### src/rtl/sdram_pkg.sv
// ============================================================================
// sdram_pkg : SDRAM command encodings and timing constants shared by the
//             init and auto-refresh stages.
// Rev 1.0
// ============================================================================
`default_nettype none

package sdram_pkg;

  // {CS_n, RAS_n, CAS_n, WE_n}
  localparam logic [3:0]  CMD_NOP     = 4'b0111;
  localparam logic [3:0]  CMD_PRECHAR = 4'b0010;
  localparam logic [3:0]  CMD_AREF    = 4'b0001;

  localparam logic [11:0] ADDR_A10    = 12'h400;

  // 750 cycles of 50 MHz = 15 us between refreshes
  localparam logic [9:0]  AREF_PERIOD = 10'd749;

  typedef enum logic [1:0] {
    S_IDLE = 2'd0,
    S_REQ  = 2'd1,
    S_RUN  = 2'd2,
    S_END  = 2'd3
  } aref_state_t;

endpackage

`default_nettype wire

### src/rtl/sdram_aref_timer.sv
// ============================================================================
// sdram_aref_timer : free-running refresh interval timer with expiry strobe,
//                    active only after SDRAM initialisation has completed.
// Rev 1.0
// ============================================================================
`default_nettype none

module sdram_aref_timer
  import sdram_pkg::*;
(
  input  logic s_clk,
  input  logic s_rst_n,
  input  logic flag_init_end,
  output logic expiry
);

  logic [9:0] timer;

  always_ff @(posedge s_clk or negedge s_rst_n) begin
    if (!s_rst_n)
      timer <= '0;
    else if (!flag_init_end)
      timer <= '0;
    else if (timer == AREF_PERIOD)
      timer <= '0;
    else
      timer <= timer + 10'd1;
  end

  // Gated so a timer being cleared by a falling init flag cannot fire
  assign expiry = flag_init_end && (timer == AREF_PERIOD);

endmodule

`default_nettype wire

### src/rtl/sdram_aref.sv
// ============================================================================
// sdram_aref : SDRAM auto-refresh stage; requests the bus every 15 us and
//              issues PRECHARGE-ALL then AUTO-REFRESH once granted.
//              Define SDRAM_AREF_DOUBLE_EN to issue a second AREF per slot.
// Rev 1.0
// ============================================================================
`default_nettype none

module sdram_aref
  import sdram_pkg::*;
(
  input  logic        s_clk,
  input  logic        s_rst_n,
  input  logic        flag_init_end,
  input  logic        aref_en,
  output logic        aref_req,
  output logic [3:0]  cmd,
  output logic [11:0] sdram_addr,
  output logic [1:0]  bank_addr,
  output logic        flag_aref_end,
  output logic        aref_overrun
);

`ifdef SDRAM_AREF_DOUBLE_EN
  localparam logic [3:0] CNT_LAST = 4'd9;
`else
  localparam logic [3:0] CNT_LAST = 4'd5;
`endif

  aref_state_t state;
  aref_state_t state_nxt;

  logic        expiry;
  logic        grant;
  logic        cnt_last;
  logic [3:0]  cmd_cnt;
  logic        pending;

  logic [3:0]  cmd_cnt_nxt;
  logic        pending_nxt;
  logic        aref_req_nxt;
  logic [3:0]  cmd_nxt;
  logic [11:0] addr_nxt;
  logic        aref_end_nxt;
  logic        overrun_nxt;

  sdram_aref_timer u_timer (
    .s_clk         (s_clk),
    .s_rst_n       (s_rst_n),
    .flag_init_end (flag_init_end),
    .expiry        (expiry)
  );

  // The grant only counts once the request is actually visible to the arbiter
  assign grant     = aref_req && aref_en;
  assign cnt_last  = (cmd_cnt == CNT_LAST);
  assign bank_addr = 2'b00;

  always_ff @(posedge s_clk or negedge s_rst_n) begin
    if (!s_rst_n)
      state <= S_IDLE;
    else
      state <= state_nxt;
  end

  always_comb begin
    state_nxt = state;
    case (state)
      S_IDLE: if (expiry || pending) state_nxt = S_REQ;
      S_REQ:  if (grant)             state_nxt = S_RUN;
      S_RUN:  if (cnt_last)          state_nxt = S_END;
      S_END:                         state_nxt = S_IDLE;
      default:                       state_nxt = S_IDLE;
    endcase
  end

  always_comb begin
    aref_req_nxt = (state == S_REQ) && !grant;
    aref_end_nxt = (state == S_RUN) && cnt_last;
    cmd_cnt_nxt  = (state == S_RUN) ? cmd_cnt + 4'd1 : 4'd0;
    overrun_nxt  = aref_overrun || (expiry && (state == S_REQ));
    cmd_nxt      = CMD_NOP;
    addr_nxt     = 12'h000;

    if (state == S_RUN) begin
      case (cmd_cnt)
        4'd0: begin
          cmd_nxt  = CMD_PRECHAR;
          addr_nxt = ADDR_A10;
        end
        4'd1: cmd_nxt = CMD_AREF;
`ifdef SDRAM_AREF_DOUBLE_EN
        4'd5: cmd_nxt = CMD_AREF;
`endif
        default: ;
      endcase
    end

    // An expiry during a running sequence is remembered; one in S_REQ is not
    if (!flag_init_end)
      pending_nxt = 1'b0;
    else if (expiry && ((state == S_RUN) || (state == S_END)))
      pending_nxt = 1'b1;
    else if ((state == S_IDLE) && (expiry || pending))
      pending_nxt = 1'b0;
    else
      pending_nxt = pending;
  end

  always_ff @(posedge s_clk or negedge s_rst_n) begin
    if (!s_rst_n) begin
      cmd_cnt       <= 4'd0;
      pending       <= 1'b0;
      aref_req      <= 1'b0;
      cmd           <= CMD_NOP;
      sdram_addr    <= 12'h000;
      flag_aref_end <= 1'b0;
      aref_overrun  <= 1'b0;
    end else begin
      cmd_cnt       <= cmd_cnt_nxt;
      pending       <= pending_nxt;
      aref_req      <= aref_req_nxt;
      cmd           <= cmd_nxt;
      sdram_addr    <= addr_nxt;
      flag_aref_end <= aref_end_nxt;
      aref_overrun  <= overrun_nxt;
    end
  end

endmodule

`default_nettype wire

### config.mk
export PLATFORM = sky130hd
export DESIGN_NAME = sdram_aref
export DESIGN_NICKNAME = d
export VERILOG_FILES = /design/src/rtl/sdram_pkg.sv /design/src/rtl/sdram_aref_timer.sv /design/src/rtl/sdram_aref.sv
export SDC_FILE = /design/constraint.sdc
export NUM_CORES = 1
export LEC_CHECK = 0
export BUFFER_PORTS_ARGS = -buffer_cell sky130_fd_sc_hd__buf_2
export CORE_AREA = 8 8 63 65
export DETAILED_ROUTE_END_ITERATION = 12
export DIE_AREA = 0 0 71 73
export GPL_ROUTABILITY_DRIVEN = 0
export PLACE_DENSITY = 0.68
export SETUP_SLACK_MARGIN = 0.05
export SYNTH_ARGS = -nofsm -noshare
export SYNTH_HDL_FRONTEND = slang
export SYNTH_SLANG_ARGS = --single-unit
### constraint.sdc
create_clock -name s_clk -period 2 [get_ports s_clk]
set_input_delay 0.1 -clock s_clk [delete_from_list [all_inputs] [get_ports s_clk]]
set_output_delay 0.1 -clock s_clk [all_outputs]
set_load 0.01 [all_outputs]
==> results by group <==
Synthesis
  • Area contributors post-synth: dfrtp_1 43%, buf_4 9.2%, ha_1 9.2%
  • Sequential-to-total area share from yosys stat: between 40 and 50%
  • FFs w/ async S/R, synth: 100%
  • Post-synthesis instance total: 110
  • Synth warn: 0
  • Area share of the largest cell type after synthesis: ~43%
  • Area leader, netlist: dfrtp_1
  • Post-synth EDFFs: 0
  • Avg Cell Area, Syn: between 10 and 15 sq um
  • Seq cells post-synth: 24
  • Top_reg_cell synth: dfrtp_1
  • Mapped cell area: roughly 0.0012 sq mm
  • Post-synthesis cell type count: 27

Drt
  • Met2 WL post-DR: roughly 1000 um
  • Drt drc: 0
  • Vias per Instance: between 4 and 5
  • First-pass iteration count of the detailed router: 3
  • Routed WL: around 2000 um
  • Initial DRC Count: 35
  • Met3 Routed Length: around 120 um
  • Routed WL per cell: between 10 and 15 um
  • Vias: about 750
  • Antenna-violating nets left: 0
  • WL met1: 824 um
  • Top Layer Used: met4

Global routing
  • Gr ovfl total: 0
  • Largest net degree at the start of global routing: 25
  • Vias in the first global route: 783
  • Global Route Usage Sum: under 10%
  • First-pass GRT wire length: between 3000 and 4000 um
  • Initial antenna violation count: 0

Floorplan
  • Core Area: about 0.0030 sq mm
  • Chip height: 73 um
  • Initial Util: approximately two fifths
  • Die area: between 0.005 and 0.006 sq mm
  • Boundary Pins: 25
  • FP Rows: 20
  • Die Wd: 71 um

Worst setup path
  • FF-to-FF path depth: 6
  • Worst-path fanout max: 4
  • R2r startpoint: u_timer.timer[1]
  • Reg2Reg Setup Slack: roughly 0.17 ns
  • Critical Path AT: 2.03 ns
  • Crit path launch: u_timer.timer[1]
  • Setup CP Type: reg2reg
  • Crit path capture type: flip-flop
  • Startpoint Class: flip-flop
  • Required time of the critical path: ~2.2 ns
  • Worst R2R End: state[1]

Placement
  • Detailed placement HPWL: between 1500 and 2000 um
  • Port Buffers: 10

Timing
  • Setup TNS: 0 ns
  • Fin crit share: about nine tenths
  • Max-slew headroom: about two thirds
  • Setup Skew: 0.00614 ns
  • RSZ-0062 raised after global routing: false
  • Slew Viols, Final: 0
  • Minimum clock period: around 1.8 ns
  • Worst slew pin tran: between 0.5 and 0.6 ns
  • Final hold violations: 0
  • Max frequency: roughly 0.55 GHz
  • Setup violators final: 0

Clock network
  • TritonCTS Buffers: 3
  • H-tree levels: 1
  • CTS resizes: 0
  • CTS sink count: 24
  • Worst-path clk slew: approximately 0.13 ns
  • Max clock buf depth: 2
  • CTS tree: built
  • Clk Latency, worst-skew pair: around 0.30 ns
  • Root Driver: clkbuf_4

Job
  • Max-cap check violation count: 0

Power
  • P_leak: approximately 0.66 nW
  • Clk pwr share: between 30% and 40%
  • PD cells: between 600 and 700 mW/mm^2
  • Comb pwr share: under 10%
  • Seq pwr share: 63.1%
  • Sw Pwr: between 0.15 and 0.2 mW
  • Peak supply drop: approximately 160 uV
  • Switching Share: 22.3%
  • Power, Total: 0.785 mW
  • Internal cell power: approximately 0.6 mW

Final layout
  • Diode count: 0
  • Layout cells sized above 1: 16.1%
  • Commonest cells after routing, fill and taps aside: 21 x dfrtp_1, 14 x conb_1, 11 x nor2_1, 10 x buf_2, 9 x ha_1
  • Most common cell after layout, fill and taps aside: dfrtp_1
  • Nets@finish: around 140
  • Synth-to-layout area growth: 6.65%

Worst hold path
  • Hold Path Sink: aref_req
  • Worst Hold Class: in2reg
  • Hold Crit Depth: 2
  • Hold wc startpoint: aref_en

Run status
  • Outcome: complete, no violations
-- power groups by stage --
stage / Clock, mW / Combinational (mW) / Sequential, mW
3_5_place_dp: 0 / 0.0378 / 0.504
3_3_place_gp: 0 / 0.0369 / 0.504
2_1_floorplan: 0 / 0.0423 / 0.503
6_report: 0.250 / 0.0406 / 0.495
5_1_grt: 0.271 / 0.0472 / 0.497
4_1_cts: 0.260 / 0.0411 / 0.495
-- synth_stat cells, types with 2 or more instances --
cell type and n:
nand4_1 4, nand2_1 3, dfrtp_1 21, xor2_1 8, inv_1 6, and3_1 2, dfstp_2 3, xnor2_1 2
nor2_1 11, nand3b_1 3, ha_1 9, buf_4 15, o21ai_0 2, and2_1 5, nor2b_1 2, nand3_1 3
-- sequential cells by signal (all words and copies together), names as in the netlist --
register and flops:
cmd_cnt 4, pending 1, state 2, u_timer.timer 10, aref_req 1, aref_overrun 1
cmd 3, flag_aref_end 1, sdram_addr 1
-- cell type report --
type | count | area (sq um)
Clock buffer | 4 | 36.3
Fill cell | 301 | 1650
Inverter | 6 | 22.5
Tap cell | 33 | 41.3
Sequential cell | 24 | 604
Timing Repair Buffer | 12 | 67.6
Multi-Input combinational cell | 78 | 532
-- per-layer routing --
metal  track usage (%)  vias to the layer above
li1                  -                      359
met1              8.80                      368
met2              14.0                       19
met3              2.47                        2
met4              5.31                        0
met5                 0                        -
-- cell families (layout without fill, tap and decap cells) --
group / count (synthesis) / count (layout) / synth area share (%)
AO/OA/AOI/OAI: 6 / 6 / 3.89
XOR/XNOR: 10 / 10 / 7.17
adder cells (fa/ha/maj): 9 / 9 / 9.21
buffers and inverters: 21 / 22 / 11.1
flip-flops: 24 / 24 / 49.4
multiplexers: 1 / 1 / 0.921
other: 1 / 14 / 0.307
AND/OR/NAND/NOR: 38 / 38 / 18.0
-- worst max-delay path: stages, from the launching register on --
cell	delay, ns
dfrtp_1	0.43
inv_1	0.07
ha_1	0.14
and4bb_1	0.23
nand4_2	0.15
a221oi_2	0.33
mux2_1	0.36
-- worst max path at each step --
| stage | to | slack, ns | cells past startpoint |
|---|---|---|---|
| final | state[1] | 0.17 | 6 |
| after global routing | state[1] | 0.05 | 6 |
| after CTS | state[1] | 0.17 | 6 |
| after detailed placement | state[1] | 0.23 | 6 |
| after global placement | state[1] | 0.32 | 6 |
| after floorplan | state[1] | 0.37 | 6 |
-- per-stage QoR --
stage | instance area (sq um) | cells | hold WS, ns | util (%) | setup WS, ns
2_1_floorplan | 1270 | 123 | -0.196 | - | 0.366
3_3_place_gp | 1260 | 152 | 0.101 | 42.6 | 0.318
3_5_place_dp | 1260 | 152 | 0.109 | 42.6 | 0.234
4_1_cts | 1300 | 157 | 0.00659 | 44.2 | 0.169
5_1_grt | 1300 | 157 | 0.0234 | 44.2 | 0.0507
6_report | 1300 | 157 | 0.0225 | 44.2 | 0.170
-- what timing repair did --
| item | CTS | global route |
|---|---|---|
| buffers inserted | 0 | 0 |
| hold endpoints to repair | 21 | 0 |
| hold buffers | 1 | 0 |
Note: power is estimated with default switching activity, not from simulation.
